File: config.mk
export PLATFORM = sky130hd
export DESIGN_NAME = sm4_round_engine
export DESIGN_NICKNAME = d
export VERILOG_FILES = /design/src/rtl/sm4_pkg.sv /design/src/rtl/sm4_round_f.sv /design/src/rtl/sm4_round_engine.sv
export SDC_FILE = /design/constraint.sdc
export NUM_CORES = 1
export LEC_CHECK = 0
export CORE_AREA = 2 2 533 535
export DETAILED_ROUTE_END_ITERATION = 10
export DIE_AREA = 0 0 535 537
export SYNTH_ARGS = -nofsm -noshare
export SYNTH_HDL_FRONTEND = slang
export SYNTH_HIERARCHICAL = 1
export SYNTH_SLANG_ARGS = --single-unit
File: constraint.sdc
create_clock -name i_clk -period 3.8 [get_ports i_clk]
set_input_delay 0.57 -clock i_clk [delete_from_list [all_inputs] [get_ports i_clk]]
set_output_delay 0.57 -clock i_clk [all_outputs]
set_load 0.05 [all_outputs]
File: src/rtl/sm4_pkg.sv
// sm4_pkg: shared definitions for the SM4 round engine.
//   sm4_state_e    - engine FSM states (StIdle, StRun)
//   SM4_ROUNDS     - number of rounds per block
//   sm4_l_data     - linear transform L applied to the S-box output word
//   sm4_rev_words  - reverses the order of the four 32-bit words in a block
package sm4_pkg;

  typedef enum logic [0:0] {StIdle, StRun} sm4_state_e;

  localparam int unsigned SM4_ROUNDS = 32;

  // L(B) = B ^ rol(B,2) ^ rol(B,10) ^ rol(B,18) ^ rol(B,24)
  function automatic logic [31:0] sm4_l_data(input logic [31:0] b);
    return b ^ {b[29:0], b[31:30]} ^ {b[21:0], b[31:22]} ^
           {b[13:0], b[31:14]} ^ {b[7:0], b[31:8]};
  endfunction

  function automatic logic [127:0] sm4_rev_words(input logic [127:0] x);
    return {x[31:0], x[63:32], x[95:64], x[127:96]};
  endfunction

endpackage

File: src/rtl/sm4_round_f.sv
// sm4_round_f: one combinational SM4 round.
//   x         in  128  state {X0,X1,X2,X3}, X0 = [127:96]
//   rk        in  32   round key for this round
//   sbox_dout in  32   external S-box result for sbox_din
//   sbox_din  out 32   X1 ^ X2 ^ X3 ^ rk, sent to the external S-box
//   x_next    out 128  {X1,X2,X3,X0 ^ L(sbox_dout)}
module sm4_round_f
  import sm4_pkg::*;
(
  input  logic [127:0] x,
  input  logic [31:0]  rk,
  input  logic [31:0]  sbox_dout,
  output logic [31:0]  sbox_din,
  output logic [127:0] x_next
);

  assign sbox_din = x[95:64] ^ x[63:32] ^ x[31:0] ^ rk;
  assign x_next   = {x[95:0], x[127:96] ^ sm4_l_data(sbox_dout)};

endmodule

File: src/rtl/sm4_round_engine.sv
// sm4_round_engine: iterative SM4 block cipher core, one round per clock, 33 cycles per block.
// Consumes the 32 round keys from the key expander and drives an external same-cycle S-box.
//   i_clk, i_rst          clock, synchronous active-high reset
//   i_key_ok, i_exkey     round keys valid / rk0 = [1023:992] ... rk31 = [31:0]
//   i_din, i_din_en       input block {X0..X3} and its valid strobe
//   i_decrypt             mode, captured together with the block
//   o_din_rdy             engine idle and keys valid
//   o_dout, o_dout_en     registered result {X35..X32} and one-cycle valid pulse
//   o_busy                rounds in progress
//   o_sbox_use/_din       S-box request; i_sbox_dout is the same-cycle answer
// Optional feature: define SM4_CBC_EN to add CBC chaining with ports i_iv and i_iv_load.
module sm4_round_engine
  import sm4_pkg::*;
#(
  parameter int unsigned DLY = 1
) (
  input  logic            i_clk,
  input  logic            i_rst,
  input  logic            i_key_ok,
  input  logic [1023:0]   i_exkey,
  input  logic [127:0]    i_din,
  input  logic            i_din_en,
  input  logic            i_decrypt,
  output logic            o_din_rdy,
  output logic [127:0]    o_dout,
  output logic            o_dout_en,
  output logic            o_busy,
  output logic            o_sbox_use,
  output logic [31:0]     o_sbox_din,
  input  logic [31:0]     i_sbox_dout
`ifdef SM4_CBC_EN
  ,
  input  logic [127:0]    i_iv,
  input  logic            i_iv_load
`endif
);

  localparam logic [4:0] LastRound = 5'(SM4_ROUNDS - 1);

  // State updates are zero-delay; DLY is kept only so existing instantiations still elaborate.
  logic unused_dly;
  assign unused_dly = |DLY;

  sm4_state_e   state_q;
  logic [4:0]   round_q;
  logic [127:0] x_q;
  logic         dec_q;
  logic [127:0] dout_q;
  logic         dout_en_q;

  logic         accept;
  logic [4:0]   key_idx;
  logic [9:0]   key_msb;
  logic [31:0]  rk;
  logic [31:0]  round_sbox_din;
  logic [127:0] x_next;
  logic [127:0] result;
  logic [127:0] din_load;
  logic [127:0] dout_next;

  assign o_din_rdy  = (state_q == StIdle) & i_key_ok;
  assign o_busy     = (state_q == StRun);
  assign o_sbox_use = o_busy;
  assign o_sbox_din = o_busy ? round_sbox_din : '0;
  assign o_dout     = dout_q;
  assign o_dout_en  = dout_en_q;

  assign accept = i_din_en & o_din_rdy;

  // Decrypt walks the key list backwards; 31 - r is just ~r on five bits.
  // MSB of rk[k] is 1023 - 32k = {31 - k, 5'h1f}.
  assign key_idx = dec_q ? ~round_q : round_q;
  assign key_msb = {~key_idx, 5'h1f};
  assign rk      = i_exkey[key_msb -: 32];

  sm4_round_f u_round_f (
    .x         (x_q),
    .rk        (rk),
    .sbox_dout (i_sbox_dout),
    .sbox_din  (round_sbox_din),
    .x_next    (x_next)
  );

  assign result = sm4_rev_words(x_next);

`ifdef SM4_CBC_EN
  logic [127:0] chain_q;
  logic [127:0] pend_q;   // ciphertext of the block in flight; becomes chain on completion
  logic [127:0] iv_eff;

  assign iv_eff    = i_iv_load ? i_iv : chain_q;
  assign din_load  = i_decrypt ? i_din : (i_din ^ iv_eff);
  assign dout_next = dec_q ? (result ^ chain_q) : result;
`else
  assign din_load  = i_din;
  assign dout_next = result;
`endif

  always_ff @(posedge i_clk) begin
    if (i_rst) begin
      state_q   <= StIdle;
      round_q   <= '0;
      x_q       <= '0;
      dec_q     <= 1'b0;
      dout_q    <= '0;
      dout_en_q <= 1'b0;
`ifdef SM4_CBC_EN
      chain_q   <= '0;
      pend_q    <= '0;
`endif
    end else begin
      dout_en_q <= 1'b0;
      case (state_q)
        StIdle: begin
`ifdef SM4_CBC_EN
          // Chain holds the IV used by the next block; an abort leaves it untouched.
          if (i_iv_load) chain_q <= i_iv;
`endif
          if (accept) begin
            x_q     <= din_load;
            dec_q   <= i_decrypt;
            round_q <= '0;
            state_q <= StRun;
`ifdef SM4_CBC_EN
            pend_q  <= i_din;
`endif
          end
        end
        StRun: begin
          if (!i_key_ok) begin
            state_q <= StIdle;
          end else begin
            x_q <= x_next;
            if (round_q == LastRound) begin
              round_q   <= '0;
              state_q   <= StIdle;
              dout_q    <= dout_next;
              dout_en_q <= 1'b1;
`ifdef SM4_CBC_EN
              chain_q   <= dec_q ? pend_q : result;
`endif
            end else begin
              round_q <= round_q + 5'd1;
            end
          end
        end
        default: state_q <= StIdle;
      endcase
    end
  end

endmodule
==> results of run 1 <==
-- cell usage in the layout, fill, tap and decap left out, types with 30 or more instances in the layout --
cell                              instances
sky130_fd_sc_hd__xnor2_1                110
sky130_fd_sc_hd__nor2_1                 135
sky130_fd_sc_hd__mux4_2                 384
sky130_fd_sc_hd__xnor3_1                 32
sky130_fd_sc_hd__clkdlybuf4s50_1       1318
sky130_fd_sc_hd__a211oi_1               186
sky130_fd_sc_hd__dfxtp_1                259
sky130_fd_sc_hd__mux2i_1                383
sky130_fd_sc_hd__a211oi_4                45
sky130_fd_sc_hd__a21oi_1                132
sky130_fd_sc_hd__nand2_1                264
sky130_fd_sc_hd__a22o_1                  49
sky130_fd_sc_hd__buf_4                  350
sky130_fd_sc_hd__o22ai_1                119
sky130_fd_sc_hd__diode_2                 78
sky130_fd_sc_hd__buf_6                   34
sky130_fd_sc_hd__a22oi_1                 71
sky130_fd_sc_hd__buf_12                 141
sky130_fd_sc_hd__clkbuf_16               32
sky130_fd_sc_hd__and2_4                  30
-- worst max-delay path: stages (launching register included) --
cell                       delay (ns)
sky130_fd_sc_hd__dfxtp_4         0.35
sky130_fd_sc_hd__buf_12          0.14
sky130_fd_sc_hd__buf_16          0.16
sky130_fd_sc_hd__buf_4           0.16
sky130_fd_sc_hd__buf_12          0.14
sky130_fd_sc_hd__buf_4           0.18
sky130_fd_sc_hd__buf_4           0.16
sky130_fd_sc_hd__mux4_2          0.33
sky130_fd_sc_hd__a22oi_1         0.08
sky130_fd_sc_hd__a22o_1          0.28
sky130_fd_sc_hd__a211oi_4        0.52
sky130_fd_sc_hd__xor2_2          0.22
sky130_fd_sc_hd__xnor2_4         0.31
sky130_fd_sc_hd__and2_4          0.21
sky130_fd_sc_hd__buf_12          0.13
-- final cells by class --
type	instances	area (sq um)	area share [%]
Antenna cell	78	195	0.358
Clock inverter	15	258	0.472
Multi-Input combinational cell	2132	23500	43.1
Timing Repair Buffer	1883	19900	36.5
Sequential cell	264	5300	9.72
Clock buffer	31	709	1.30
Tap cell	3743	4680	8.58
-- path summary, 6_finish.rpt --
kind | to | slack, ns | depth (start not counted)
setup / recovery | o_sbox_din[4] | -0.79 | 14
hold / removal | o_dout[80] | 0.45 | 2
setup reg to reg | o_dout[14] | 1.02 | 9
hold reg to reg | o_dout[107] | 0.46 | 2
-- metal layers --
metal / up-vias / track usage, %
met4: 52 / 9.37
li1: 14100 / -
met2: 2130 / 28.1
met3: 549 / 3.90
met1: 16700 / 19.9
met5: - / 0
-- metrics by stage --
step	cell area [sq um]	total power, mW	utilization (%)
after floorplan	29200	4.85	-
after global placement	50500	7.77	18.0
after detailed placement	50600	7.81	18.0
after CTS	53500	11.0	19.0
after global routing	54500	11.3	19.4
final	54600	11.0	19.4
-- cell usage after synthesis, types with 2 or more instances --
cell type / number / area share, %
sky130_fd_sc_hd__a2111oi_2: 16 / 0.82
sky130_fd_sc_hd__a211oi_2: 12 / 0.51
sky130_fd_sc_hd__dfxtp_1: 264 / 18
sky130_fd_sc_hd__buf_6: 12 / 0.46
sky130_fd_sc_hd__xnor2_2: 11 / 0.61
sky130_fd_sc_hd__mux2i_1: 387 / 13
sky130_fd_sc_hd__nor2_1: 137 / 1.8
sky130_fd_sc_hd__a2111oi_0: 15 / 0.45
sky130_fd_sc_hd__nand3b_1: 2 / 0.051
sky130_fd_sc_hd__nand3_1: 2 / 0.034
sky130_fd_sc_hd__nor2b_1: 6 / 0.13
sky130_fd_sc_hd__a211oi_1: 243 / 6.2
sky130_fd_sc_hd__clkbuf_1: 160 / 2.1
sky130_fd_sc_hd__ha_1: 2 / 0.086
sky130_fd_sc_hd__buf_2: 66 / 1.1
sky130_fd_sc_hd__a22oi_1: 96 / 2.5
sky130_fd_sc_hd__a32oi_1: 2 / 0.060
sky130_fd_sc_hd__buf_1: 24 / 0.31
sky130_fd_sc_hd__xor2_1: 32 / 0.96
sky130_fd_sc_hd__xnor3_1: 32 / 2.5
sky130_fd_sc_hd__mux4_2: 384 / 30
sky130_fd_sc_hd__o22ai_1: 128 / 2.7
sky130_fd_sc_hd__o21ai_0: 2 / 0.034
sky130_fd_sc_hd__a21oi_1: 134 / 2.3
sky130_fd_sc_hd__nand2_1: 264 / 3.4
sky130_fd_sc_hd__xnor2_1: 117 / 3.5
sky130_fd_sc_hd__buf_4: 139 / 3.6
sky130_fd_sc_hd__a22o_1: 63 / 1.9
sky130_fd_sc_hd__and3_1: 3 / 0.064
sky130_fd_sc_hd__and2_1: 35 / 0.75
-- power by group --
part	switching, mW	internal, mW	total [mW]
clock	1.26	1.75	3.01
sequential	0.232	2.87	3.10
combinational	2.20	2.68	4.88
-- state kept, by name (all words and copies together), names as in the netlist --
register and flops:
o_dout 128, dec_q 1, x_q 128, o_dout_en 1
round_q 5, o_busy 1
-- kinds of logic (layout without fill, tap and decap cells) --
| group | count (synthesis) | in the layout | share of synthesized area [%] |
|---|---|---|---|
| xor+xnor | 192 | 192 | 7.54 |
| other cells | 0 | 78 | 0 |
| simple gates | 452 | 452 | 6.25 |
| flops | 264 | 264 | 18.1 |
| mux | 771 | 771 | 42.8 |
| compound gates | 715 | 715 | 17.7 |
| buf+inv | 401 | 1929 | 7.53 |
| fa+ha+maj | 2 | 2 | 0.0856 |
-- timing repair --
item / CTS / global route
endpoints found under the setup margin: 32 / 32
cloned: 7 / 4
buffers inserted: 43 / 49
hold endpoints to repair: 0 / 0
pin swaps: 86 / 82
gates resized for setup: 263 / 89
==> implementation parameters, run 1 <==
Parameter                              Value

Timing
  Endpoints failing setup    32
  Period utilisation layout    121%
  Post-route clock skew    0.0291 ns
  Max Freq    218 MHz
  Final Hold Fails    0
  Setup repair after global routing missed its margin    yes
  Aggregate negative setup slack    -19.96 ns
  Worst hold-check slack    0.451 ns
  Slew Viols, Final    0
  Min Clock Period, post-route    4.59 ns
  Worst rel slew slack    35.3%
  Final setup margin    -0.790 ns
  Actual slew at the worst max-slew pin    0.967 ns

Detailed routing
  DRC errors left    0
  Detailed-route via count    33.5k
  Amount of wire on met2 after detailed routing    120 mm
  WL met1    101 mm
  Highest Signal Layer    met5
  First-pass DRT Iterations    5
  Met3 Wirelength    18.5 mm
  Final wirelength    256 mm
  Count of nets left with antenna violations after detail routing    0
  Routed wire length per instance    31.5 um
  Number of DRC markers in iteration 0    2322
  Mean number of vias per cell    4.12

Die
  Number of placement rows    195
  Area of the die    0.287 sq mm
  Initial core utilization    10.4%
  Top-level I/O count    1353
  Die H    537 um
  CORE AREA    0.281 sq mm
  Die span in x    535 um

Global route
  Antenna violations before repair    160
  Via count of the first global-routing pass    34.0k
  Wire length of the first global-routing pass    325 mm
  Global-route total usage across every layer    16.9%
  Largest net degree at the start of global routing    99
  Leftover overflow at the end of global routing    0

Job
  Max capacitance violation total    0

Power
  Power per cell area    201 mW/mm^2
  Leakage power summed over all cells    16.9 nW
  Peak supply drop    0.000277 V

Place
  Final RePlAce weighted congestion    1.09
  Half-perimeter wire length after detailed placement    223 mm
  Number of port buffers    1352
  Placement Setup Slack    -1.36 ns
  Placed cell count    7934

Synth
  Average size of a mapped cell    10.5 sq um
  Number of warnings printed during yosys synthesis    6
  Synth Flop Type    sky130_fd_sc_hd__dfxtp_1
  Synthesized area    0.0292 sq mm
  Count of cell types in the netlist    37
  Number of enable-type register cells in the synthesized netlist    0
  Post-Syn Instances    2797
  Fraction of registers with async set or reset after synthesis    0%
  Flip-flop and latch count after synthesis    264
  Post-synthesis net count    3988
  Seq/Total Area, Yosys    18.1%

Final layout
  Fill cell instance count of the final layout    30.7k
  Net count, final    5498
  Relative area change from synthesis to final layout    86.7%
  Layout cell share with drive strength beyond 1    28.5%
  Final Instance Count excl. Fillers    8146

Clock network
  Count of clock tree sinks    264
  Clock insertion delay at the later pin of the skew report    0.60 ns
  Buffer levels on the longest clock path    3
  Clock tree from TritonCTS    yes
  Clock buffer count from CTS    26
  Number of H-tree branching levels    1
  Number of buffers inserted by hold repair at cts    0
  Buffer cell driving the clock tree root    sky130_fd_sc_hd__clkbuf_16
  Clock edge transition at the registers on the reported setup and hold paths    0.07 ns

Setup path
  Critical path class    flop to output pin
  Kind of launch point of the worst setup path    flop
  Critical path data arrival time    4.02 ns
  CP required    3.23 ns
  Source of the critical timing path    round_q[1]
  Reg2Reg Launch Point    round_q[1]
  Top fanout value on the critical path    8
  Nature of the critical path endpoint    output pin

Hold path
  Startpoint of the worst hold path    i_rst
  Hold/Removal Path Class    input pin to flop

Run status
  Violated checks    setup timing
  Status    finished with violations
Power figures use the tool's default switching activity.
==> inputs of run 2 (changes only) <==
--- a/config.mk
+++ b/config.mk
@@ -5,9 +5,10 @@
 export SDC_FILE = /design/constraint.sdc
 export NUM_CORES = 1
 export LEC_CHECK = 0
-export CORE_AREA = 2 2 533 535
+export CORE_AREA = 2 2 526 528
+export CTS_CLUSTER_DIAMETER = 200
 export DETAILED_ROUTE_END_ITERATION = 10
-export DIE_AREA = 0 0 535 537
+export DIE_AREA = 0 0 528 530
 export SYNTH_ARGS = -nofsm -noshare
 export SYNTH_HDL_FRONTEND = slang
 export SYNTH_HIERARCHICAL = 1
==> constraint.sdc (replaced) <==
create_clock -name i_clk -period 5.9 [get_ports i_clk]
set_input_delay 1.18 -clock i_clk [delete_from_list [all_inputs] [get_ports i_clk]]
set_output_delay 1.18 -clock i_clk [all_outputs]
set_load 0.05 [all_outputs]
==> run 2 against run 1 <==
  * The run now ends clean
  * Wire length shrank 2.9%
  * Flip-flop and latch count is the same
  * Worst setup slack gained 0.95 ns
  * Combinational power shrank 41%
  * Via count shrank 3.1%
  * Worst hold slack gained 0.0020 ns
  * Utilization shrank 1.5 points
  * Clock power shrank 39%
  * Critical path type is now input pin to output pin
==> implementation parameters, run 2 (synthesized netlist as in run 1, its figures left out) <==
Parameter                              Value

Power
  Psw    2.32 mW (-37%)
  Clk network pwr share    27.3% (about the same)
  Leakage power summed over all cells    14.6 nW (-14%)
  Switching portion of total power    34.6% (+0.98 points)
  Internal power component    4.39 mW (-40%)
  Peak supply drop    0.000210 V (-24%)
  Overall power    6.71 mW (-39%)
  Power per cell area    136 mW/mm^2 (-32%)
  Seq pwr share    29.7% (+1.4 points)
  Part of the power in combinational logic    43.0% (-1.4 points)

Hold path
  Hold Path End    o_dout[64]
  Hold/Removal Path Class    flop to flop
  Worst Hold Depth    2 (unchanged)
  Startpoint of the worst hold path    o_dout[64]

Global route
  Leftover overflow at the end of global routing    0 (unchanged)
  Via count of the first global-routing pass    32.3k (-5.0%)
  Global-route total usage across every layer    16.7% (-0.14 points)
  Antenna violations before repair    176 (+10%)
  Wire length of the first global-routing pass    314 mm (-3.6%)
  Largest net degree at the start of global routing    143 (+44%)

Timing
  Slew Viols, Final    0 (unchanged)
  Endpoints failing setup    0 (-100%)
  Worst rel slew slack    19.2% (-16 points)
  Final Hold Fails    0 (unchanged)
  Min Clock Period, post-route    5.74 ns
  Period utilisation layout    97.2%
  Actual slew at the worst max-slew pin    1.18 ns (+0.211 ns)
  Max Freq    174 MHz
  Post-route clock skew    0.0133 ns (-0.0157 ns)

Clock network
  Buffer levels on the longest clock path    3 (unchanged)
  Clock buffer count from CTS    28 (+7.7%)
  Clock insertion delay at the later pin of the skew report    0.60 ns (about the same)
  Count of clock tree sinks    264 (unchanged)
  Clock edge transition at the registers on the reported setup and hold paths    0.05 ns (-0.02 ns)
  Number of H-tree branching levels    1 (unchanged)
  Clock tree from TritonCTS    yes
  Buffer cell driving the clock tree root    sky130_fd_sc_hd__clkbuf_16

Setup path
  CP required    4.72 ns (+1.49 ns)
  Capturing point of the worst reg2reg path    o_dout[121]
  R2R cell count    12 (+3)
  Cell with the largest stage delay on the worst path    sky130_fd_sc_hd__clkdlybuf4s50_1
  Critical-path cell list    clkdlybuf4s50_1, mux4_2, a22o_1, a2111oi_4, buf_4, a211oi_1, buf_4, xor2_1, xnor2_1, and2_1, buf_12
  Critical path data arrival time    4.56 ns (+0.54 ns)
  Kind of launch point of the worst setup path    input pin
  CP most frequent cell    sky130_fd_sc_hd__buf_4
  Nature of the critical path endpoint    output pin
  Reg2Reg Launch Point    round_q[1]
  Top fanout value on the critical path    2 (-6)
  Minimum setup slack among reg-to-reg paths    2.13 ns (+1.11 ns)
  Critical path class    input pin to output pin
  Crit-path max cell delay    0.52 ns (about the same)

Final layout
  Relative area change from synthesis to final layout    68.7%
  Most common cell after layout, fill and taps aside    sky130_fd_sc_hd__clkdlybuf4s50_1
  Layout cell share with drive strength beyond 1    19.5% (-9.1 points)
  Register area    0.00530 sq mm (unchanged)
  Net count, final    5192 (-5.6%)
  Final core occ    17.9% (-1.5 points)
  Fill cell instance count of the final layout    30.3k (-1.5%)
  Footprint of the multi-input gates    0.0222 sq mm (-5.5%)
  Most frequent cells in the layout    1319 x sky130_fd_sc_hd__clkdlybuf4s50_1, 384 x sky130_fd_sc_hd__mux4_2, 384 x sky130_fd_sc_hd__mux2i_1
  Post-route standard cell area excluding fillers    0.0493 sq mm (-9.7%)

Detailed routing
  Detailed-route via count    32.5k (-3.1%)
  Number of DRC markers in iteration 0    2378 (+2.4%)
  DRC errors left    0 (unchanged)
  Mean number of vias per cell    4.20 (+1.9%)
  Routed wire length per instance    32.2 um (+2.2%)
  Final wirelength    249 mm (-2.9%)
  First-pass DRT Iterations    5 (unchanged)
  Count of nets left with antenna violations after detail routing    0 (unchanged)

Run status
  Status    complete, no violations

Die
  Die H    530 um (-1.3%)
  Die span in x    528 um (-1.3%)
  CORE AREA    0.275 sq mm (-2.3%)
  Area of the die    0.280 sq mm (-2.6%)
  Number of placement rows    193 (-1.0%)
  Initial core utilization    10.6% (+0.25 points)
  Top-level I/O count    1353 (unchanged)

Job
  Max capacitance violation total    0 (unchanged)

Place
  Final RePlAce weighted congestion    1.12 (+2.3%)
  Placed inst area    0.0476 sq mm (-5.9%)
  Number of port buffers    1352 (unchanged)
  Half-perimeter wire length after detailed placement    214 mm (-3.9%)
[run 2: cell count changes in the layout (fill, tap and decap cells not counted), sizes merged]
cell / before / now
buf: 557 / 253
diode: 78 / 115
bufinv: 6 / 1
clkinvlp: 0 / 2
inv: 0 / 2
clkbuf: 38 / 39
clkdlybuf4s50: 1318 / 1319
clkinv: 9 / 8
or3b: 1 / 2
[run 2: power by group through the flow]
| stage | clock, mW | sequential (mW) | combinational [mW] |
|---|---|---|---|
| floorplan | 0 | 1.94 | 1.19 |
| global placement | 0 | 2.04 | 2.83 |
| detailed placement | 0 | 2.04 | 2.86 |
| CTS | 1.88 | 2.00 | 2.91 |
| global route | 1.94 | 2.00 | 3.02 |
| finish | 1.83 | 1.99 | 2.89 |
[run 2: metal layers]
layer	wire, um	vias to the layer above	global-route usage (%)
met3	18100	515	3.36
met5	201	-	0
met1	97600	16200	20.0
li1	-	13600	-
met4	16800	30	9.41
met2	116000	2164	27.9
[run 2: per-stage QoR]
step / setup TNS, ns / setup WS, ns / hold slack, ns / instances
floorplan: 0 / 1.66 / 0.491 / 2797
global placement: -1.67 / -0.370 / 0.443 / 7557
detailed placement: -1.49 / -0.403 / 0.446 / 7559
CTS: -0.174 / -0.107 / 0.455 / 7621
global route: -0.00283 / -0.00283 / 0.476 / 7725
finish: 0 / 0.164 / 0.453 / 7744
[run 2: cell type report]
class,count,area share [%]
diodes,115,0.584
well taps,3607,9.15
flip-flops and latches,264,10.8
repair buffers,1574,32.5
clock inverters,13,0.287
clock buffers,38,1.60
multi-input cells,2133,45.1
[run 2: worst max path at each step]
stage | from | end | slack, ns
2_1_floorplan | i_exkey[1023] | o_sbox_din[31] | 1.66
3_3_place_gp | i_exkey[1007] | o_sbox_din[15] | -0.37
3_5_place_dp | i_exkey[1007] | o_sbox_din[15] | -0.40
4_1_cts | dec_q | o_sbox_din[15] | -0.11
5_1_grt | round_q[2] | o_sbox_din[16] | -0.003
6_report | i_exkey[969] | o_sbox_din[9] | 0.16
[run 2: what timing repair did]
action                                  4_1_cts  5_1_grt
hold buffers                                  0        0
pin swaps                                     8        0
buffers inserted                             10        6
gates resized for setup                      26        4
endpoints found under the setup margin       15        7
cloned                                        1        2
[run 2: worst max-delay path: cells and delay by family]
family          cells  cell delay, ns
mux                 1            0.50
xor+xnor            2            0.59
compound gates      3            0.87
simple gates        1            0.23
buf+inv             4            1.17
